<file path="config.mk">
export PLATFORM = sky130hd
export DESIGN_NAME = add_slice_sched
export DESIGN_NICKNAME = d
export VERILOG_FILES = /design/src/rtl/add_slice_sched.sv
export SDC_FILE = /design/constraint.sdc
export NUM_CORES = 1
export LEC_CHECK = 0
export ABC_AREA = 0
export CORE_ASPECT_RATIO = 0.5
export CORE_UTILIZATION = 35
export DETAILED_ROUTE_END_ITERATION = 12
export GPL_TIMING_DRIVEN = 0
export PLACE_DENSITY_LB_ADDON = 0.1
export SKIP_LAST_GASP = 1
export SLEW_MARGIN = 30
export SYNTH_ARGS = -nofsm -noshare
export SYNTH_HDL_FRONTEND = slang
export SYNTH_SLANG_ARGS = --single-unit
</file>
<file path="constraint.sdc">
create_clock -name clk -period 3.3 [get_ports clk]
set_input_delay 0.66 -clock clk [delete_from_list [all_inputs] [get_ports clk]]
set_output_delay 0.66 -clock clk [all_outputs]
set_load 0.1 [all_outputs]
</file>
<file path="src/rtl/add_slice_sched.sv">
// add_slice_sched
//   Shares one external 2-bit adder slice between two requesters. A W-bit
//   add (a + b + cin) is accepted over a valid/ready handshake, sequenced
//   through the slice two bits per cycle from LSB to MSB, and returned
//   with its carry-out and requester ID over a valid/ready response port.
//
// Ports
//   clk, rst_n                  clock, synchronous active-low reset
//   reqX_valid/ready            request handshake for requester X (0/1)
//   reqX_a, reqX_b, reqX_cin    W-bit operands and carry-in
//   rsp_valid/ready             response handshake
//   rsp_id, rsp_sum, rsp_cout   owning requester, W-bit sum, carry out
//   sl_a, sl_b, sl_cin          digit and carry driven into the slice
//   sl_z, sl_cout               slice result (combinational from sl_*)
module add_slice_sched #(
    parameter int unsigned W = 8
) (
    input  logic         clk,
    input  logic         rst_n,
    input  logic         req0_valid,
    output logic         req0_ready,
    input  logic [W-1:0] req0_a,
    input  logic [W-1:0] req0_b,
    input  logic         req0_cin,
    input  logic         req1_valid,
    output logic         req1_ready,
    input  logic [W-1:0] req1_a,
    input  logic [W-1:0] req1_b,
    input  logic         req1_cin,
    output logic         rsp_valid,
    input  logic         rsp_ready,
    output logic         rsp_id,
    output logic [W-1:0] rsp_sum,
    output logic         rsp_cout,
    output logic [1:0]   sl_a,
    output logic [1:0]   sl_b,
    output logic         sl_cin,
    input  logic [1:0]   sl_z,
    input  logic         sl_cout
);

    localparam int unsigned N  = W / 2;
    localparam int unsigned SW = (N > 1) ? $clog2(N) : 1;
    localparam logic [SW-1:0] LAST = SW'(N - 1);

    typedef enum logic [1:0] {IDLE, RUN, DONE} state_t;

    state_t        state_q;
    logic [W-1:0]  a_q, b_q, sum_q, sum_d;
    logic          carry_q, id_q, lp_q;
    logic [SW-1:0] step_q;
    logic [W-1:0]  rsp_sum_q;
    logic          rsp_valid_q, rsp_cout_q, rsp_id_q;
    logic          gnt0, gnt1;
    logic [SW:0]   idx;

    // Round-robin: on contention the requester not served last wins.
    always_comb begin
        gnt0 = req0_valid && (!req1_valid || lp_q);
        gnt1 = req1_valid && (!req0_valid || !lp_q);
    end

    assign req0_ready = rst_n && (state_q == IDLE) && gnt0;
    assign req1_ready = rst_n && (state_q == IDLE) && gnt1;

    // Bit offset of the current digit.
    assign idx = {step_q, 1'b0};

    assign sl_a   = (state_q == RUN) ? a_q[idx +: 2] : '0;
    assign sl_b   = (state_q == RUN) ? b_q[idx +: 2] : '0;
    assign sl_cin = (state_q == RUN) ? carry_q : 1'b0;

    // Partial sum with this cycle's slice digit merged in; on the final
    // step this is the complete result.
    always_comb begin
        sum_d          = sum_q;
        sum_d[idx +: 2] = sl_z;
    end

    assign rsp_valid = rsp_valid_q;
    assign rsp_sum   = rsp_sum_q;
    assign rsp_cout  = rsp_cout_q;
    assign rsp_id    = rsp_id_q;

    always_ff @(posedge clk) begin
        if (!rst_n) begin
            state_q     <= IDLE;
            a_q         <= '0;
            b_q         <= '0;
            sum_q       <= '0;
            carry_q     <= 1'b0;
            id_q        <= 1'b0;
            lp_q        <= 1'b1;
            step_q      <= '0;
            rsp_sum_q   <= '0;
            rsp_valid_q <= 1'b0;
            rsp_cout_q  <= 1'b0;
            rsp_id_q    <= 1'b0;
        end else begin
            case (state_q)
                IDLE: begin
                    if (gnt0 || gnt1) begin
                        a_q     <= gnt1 ? req1_a   : req0_a;
                        b_q     <= gnt1 ? req1_b   : req0_b;
                        carry_q <= gnt1 ? req1_cin : req0_cin;
                        id_q    <= gnt1;
                        lp_q    <= gnt1;
                        step_q  <= '0;
                        sum_q   <= '0;
                        state_q <= RUN;
                    end
                end
                RUN: begin
                    sum_q   <= sum_d;
                    carry_q <= sl_cout;
                    step_q  <= step_q + SW'(1);
                    if (step_q == LAST) begin
                        rsp_sum_q   <= sum_d;
                        rsp_cout_q  <= sl_cout;
                        rsp_id_q    <= id_q;
                        rsp_valid_q <= 1'b1;
                        state_q     <= DONE;
                    end
                end
                DONE: begin
                    if (rsp_ready) begin
                        rsp_valid_q <= 1'b0;
                        state_q     <= IDLE;
                    end
                end
                default: state_q <= IDLE;
            endcase
        end
    end

endmodule

</file>
Word-level counts from Yosys, hierarchy flattened
Cells that the tools add are included.

storage, ports and cells
  bits in registers = 42
  logic and storage cells = 63

operators by class
  add/sub/neg operators = 2
  equality and inequality tests = 6
  shift-type cells = 4
  mux-type cells = 20
  reductions and logical operators = 19

operators with widths
  kind                     count
  $mux W8                  3
  $pmux W8 S2              1
  $shiftx A8 B4 Y2         2
  $mux W2                  6
  $bwmux W8                1
  $shift A2 B5 Y8 const A  1
  $shiftx A2 B5 Y8         1
  $pmux W2 S3              1
  $reduce_and A2 Y1        3
  $reduce_and A3 Y1        2
  $logic_and A1 B1 Y1      5
  $mux W1                  5
  $neg A3 Y5               1
  $eq A2 B2 Y1 const B     2
  $ne A2 B1 Y1 const B     2
  $pmux W1 S2              2
  $pmux W2 S2              1
  $reduce_bool A2 Y1       2
  $logic_not A1 Y1         3
  $logic_or A1 B1 Y1       3
  $add A2 B1 Y2 const B    1
  $eq A2 B1 Y1 const B     1
  $logic_not A2 Y1         1
  $ne A2 B2 Y1 const B     1

Longest topological paths before layout
Gate-level depths: netlist (run 1).

  depth after elaboration = 6
  mapped depth = 7
  mapped depth without buffers = 5

Worst setup path after synthesis (run 1)
OpenSTA, ideal clock, no wires.

  path type = input to output
  start = input rst_n
  end = output req0_ready
  data arrival time = 2,996 ps
  required time = 2,640 ps
  path slack = -356 ps
  cell stages on the path = 3
  cell sequence = inv_1 clkbuf_1 nor3_1

between the ends
  longest elaborated chain between the ends = 2

RTL lines
  element                           RTL line  source
  start: declaration                19        input logic rst_n,
  $logic_and A1 B1 Y1 (2 in a row)  63        assign req0_ready = rst_n && (state_q == IDLE) && gnt0;
  end: declaration                  21        output logic req0_ready,

Every way passes these cells.

Final worst setup path (run 1)
Ends and elaborated chain as after synthesis.

==> results.cfg, run 1 <==
[layout]
drive_above_1_share_pct = 12.76
utilization_pct = 52.48
regArea_sq_um = 800.8
finalNetCount = 337
syn_to_final_growth_pct = 40.15
fill_cells = 529
fin_area_sq_mm = 0.002957
diodes = 0
multi_input_area_sq_mm = 0.001182
stdcell_count = 363

[hold_path]
hp-start = sum_q[4]$_SDFFE_PN0P_
worstHoldPathType = reg2reg

[sta]
finalSetupViolations = 0
worst_pin_slew_ns = 0.9711
rsz0062_at_grt = no
worst_clock_skew_ns = 0.004759
max_slew_margin_pct = 35.06
fin_tns_setup_ns = 0
period_share_pct = 95.07
hold_viol = 0
finalHoldWorstSlack_ns = 0.4547
max_freq_ghz = 0.3187
fin_ws_ns = 0.1627
period_minus_slack_ns = 3.137
drv_slew = 0

[critical_path]
arrival_ns = 2.48
worstSetupEndpoint = req0_ready
path_max_fanout = 10
rr_startpoint = step_q[0]$_SDFFE_PN0P_
crit_path_start = rst_n
rrSetupSlack_ns = 1.16
crit_path_end_kind = output port
cp-start-kind = input pin
r2r_end = sum_q[1]$_SDFFE_PN0P_
cp_data_required_time_ns = 2.64
path_class = in2out
r2r_cells = 7

[synthesis]
synth.ff_latch_count = 40
synth-adder-area-share_pct = 2.966
synthMuxAreaShare_pct = 13.29
synthCells = 224
ys_types = 36
syn_area_per_cell_sq_um = 9.418
synth_compound_area_share_pct = 21.12
synth_top_family_by_area = compound AO/OA/AOI/OAI gates
yosysSeqAreaShare_pct = 37.96
yosysWarnings = 0
synth_xor_area_share_pct = 0
synthSimpleGateAreaFrac_pct = 18.45
netlist_area_sq_mm = 0.002110
syn_nets = 271

[placement]
placed_cell_area_sq_mm = 0.002796
hpwl_mm = 3.817
dpl.cell_count = 356
pre_cts_ws_ns = -0.4404
gp_congestion = 0.8368
io_buffers = 59

[power]
ir_drop_mv = 0.2313
leakagePower_nw = 1.101
power_mw = 1.308
pwr_density_cell_mw_per_mm2 = 442.4

[detailed_routing]
ant_nets = 0
vias = 1890
drc_errors = 1
dr.pass1.iters = 8
routed_via_density = 5.207
wl_per_cell_um = 14.53
drt-initial-drc-count = 40
finalWirelength_mm = 5.275

[job]
maxCapViolCount = 0

[floorplanning]
die-area_sq_mm = 0.006360
rows = 19
num_io_pins = 60
fp.dieH_um = 56.90
core-area_sq_mm = 0.005634
die_x_um = 111.8
start_util_pct = 37.44

[cts]
clk_latency_ns = 0.28
numCtsBuffers = 5
clk_pin_slew_worst_paths_ns = 0.06
cts_tree = built
clockRootBuffer = clkbuf_16
clock_sinks = 40
cts_max_level = 2
cts_hold_buf = 0
postCtsSetupRepairBufs = 0
clockBufferDepth = 2

[global_route]
grt_max_degree = 12
grt_pass1_wl_mm = 8.949
overflow = 0
top_usage_layer = met2
antenna_found_initial = 0
grt_pass1_vias = 1892
grtUsageMet1_pct = 23.21
grtUsageTotal_pct = 18.15
grtUsageMet2_pct = 30.70
use_met3_pct = 4.212

[outcome]
violations = DRC
status = finished, violations left
## synthesized netlist by cell type, drive strengths merged
| cell | n | area [sq um] |
|---|---|---|
| nor3b | 3 | 27.52 |
| nand3 | 6 | 30.03 |
| nor2b | 8 | 50.05 |
| a2111oi | 1 | 8.760 |
| nand2 | 9 | 33.78 |
| mux2i | 19 | 190.2 |
| nor4bb | 2 | 20.02 |
| inv | 4 | 15.01 |
| o211ai | 3 | 22.52 |
| ha | 5 | 62.56 |
| nor3 | 5 | 25.02 |
| a31oi | 4 | 25.02 |
| o22ai | 5 | 31.28 |
| a21oi | 24 | 120.1 |
| o21ai | 11 | 55.05 |
| nor2 | 11 | 56.30 |
| a211oi | 17 | 162.6 |
| nand2b | 7 | 43.79 |
| a21boi | 1 | 11.26 |
| buf | 11 | 90.08 |
| a221oi | 1 | 8.760 |
| or2 | 2 | 12.52 |
| and3b | 1 | 8.760 |
| and2 | 6 | 37.54 |
| mux4 | 4 | 90.09 |
| clkbuf | 7 | 26.28 |
| and3 | 1 | 6.260 |
| nand4 | 6 | 37.54 |
| dfxtp | 40 | 800.8 |
## routing by layer
| layer | vias to the layer above | share of wire [%] |
|---|---|---|
| met5 | - | 0 |
| met1 | 888 | 49 |
| met2 | 39 | 46 |
| met3 | 5 | 3.8 |
| li1 | 958 | - |
| met4 | 0 | 1.0 |
## kinds of logic after synthesis
family,after synthesis
compound gates,67
simple gates,67
flops,40
mux,23
buf+inv,22
fa+ha+maj,5
## what timing repair did
action | CTS | global route
endpoints found under the setup margin | 4 | 3
gates resized for setup | 8 | 3
cloned | 0 | 0
## sequential cells by signal (all words and copies together), names as in the netlist, 2 cells and up
signal and cells:
a_q 8, b_q 8, rsp_sum 8, state_q 2
step_q 2, sum_q 6
## power by group
part | internal [mW] | switching, mW
registers | 0.510 | 0.0151
clock network | 0.317 | 0.189
logic | 0.124 | 0.152
## how the worst min path moves through the flow
stage / to / cells past startpoint / slack [ns]
3_5_place_dp: sum_q[4]$_SDFFE_PN0P_ / 2 / 0.45
4_1_cts: sum_q[4]$_SDFFE_PN0P_ / 2 / 0.46
2_1_floorplan: sum_q[2]$_SDFFE_PN0P_ / 2 / 0.44
6_report: sum_q[4]$_SDFFE_PN0P_ / 2 / 0.45
5_1_grt: rsp_sum[6]$_SDFFE_PN0P_ / 2 / 0.48
3_3_place_gp: sum_q[4]$_SDFFE_PN0P_ / 2 / 0.45
## critical path: stages
cell and delay (ns):
clkdlybuf4s50_1 0.60, inv_1 0.14, clkbuf_1 0.28, nor3_2 0.23, clkdlybuf4s15_2 0.57
## cells in the final DEF, fill, tap and decap left out, drive strengths merged
cell,instances
a2111oi,1
a211oi,17
a21boi,1
a21oi,24
a221oi,1
a31oi,4
and2,6
and3,1
and3b,1
buf,11
clkbuf,14
clkdlybuf4s15,2
clkdlybuf4s50,52
dfxtp,40
dlygate4sd2,2
dlymetal6s2s,3
ha,5
inv,4
mux2i,19
mux4,4
nand2,9
nand2b,7
nand3,6
nand4,6
nor2,11
nor2b,8
nor3,5
nor3b,3
nor4bb,2
o211ai,3
o21ai,11
o22ai,5
or2,2
## area by class of cell
class                      instances  area share, %
buffer                            18          3.936
clock buffer                       7          5.163
inverter                           4         0.5078
multi-input combinational        162          39.99
sequential                        40          27.08
tap                               73          3.089
timing repair buffer              59          20.23
(Power assumes the default switching activity.)
==> inputs of run 2 (changes only) <==
- ABC_CLOCK_PERIOD_IN_PS: not set -> 3300
==> results of run 2 <==
Final layout, timing and power as in run 1 (identical DEF).
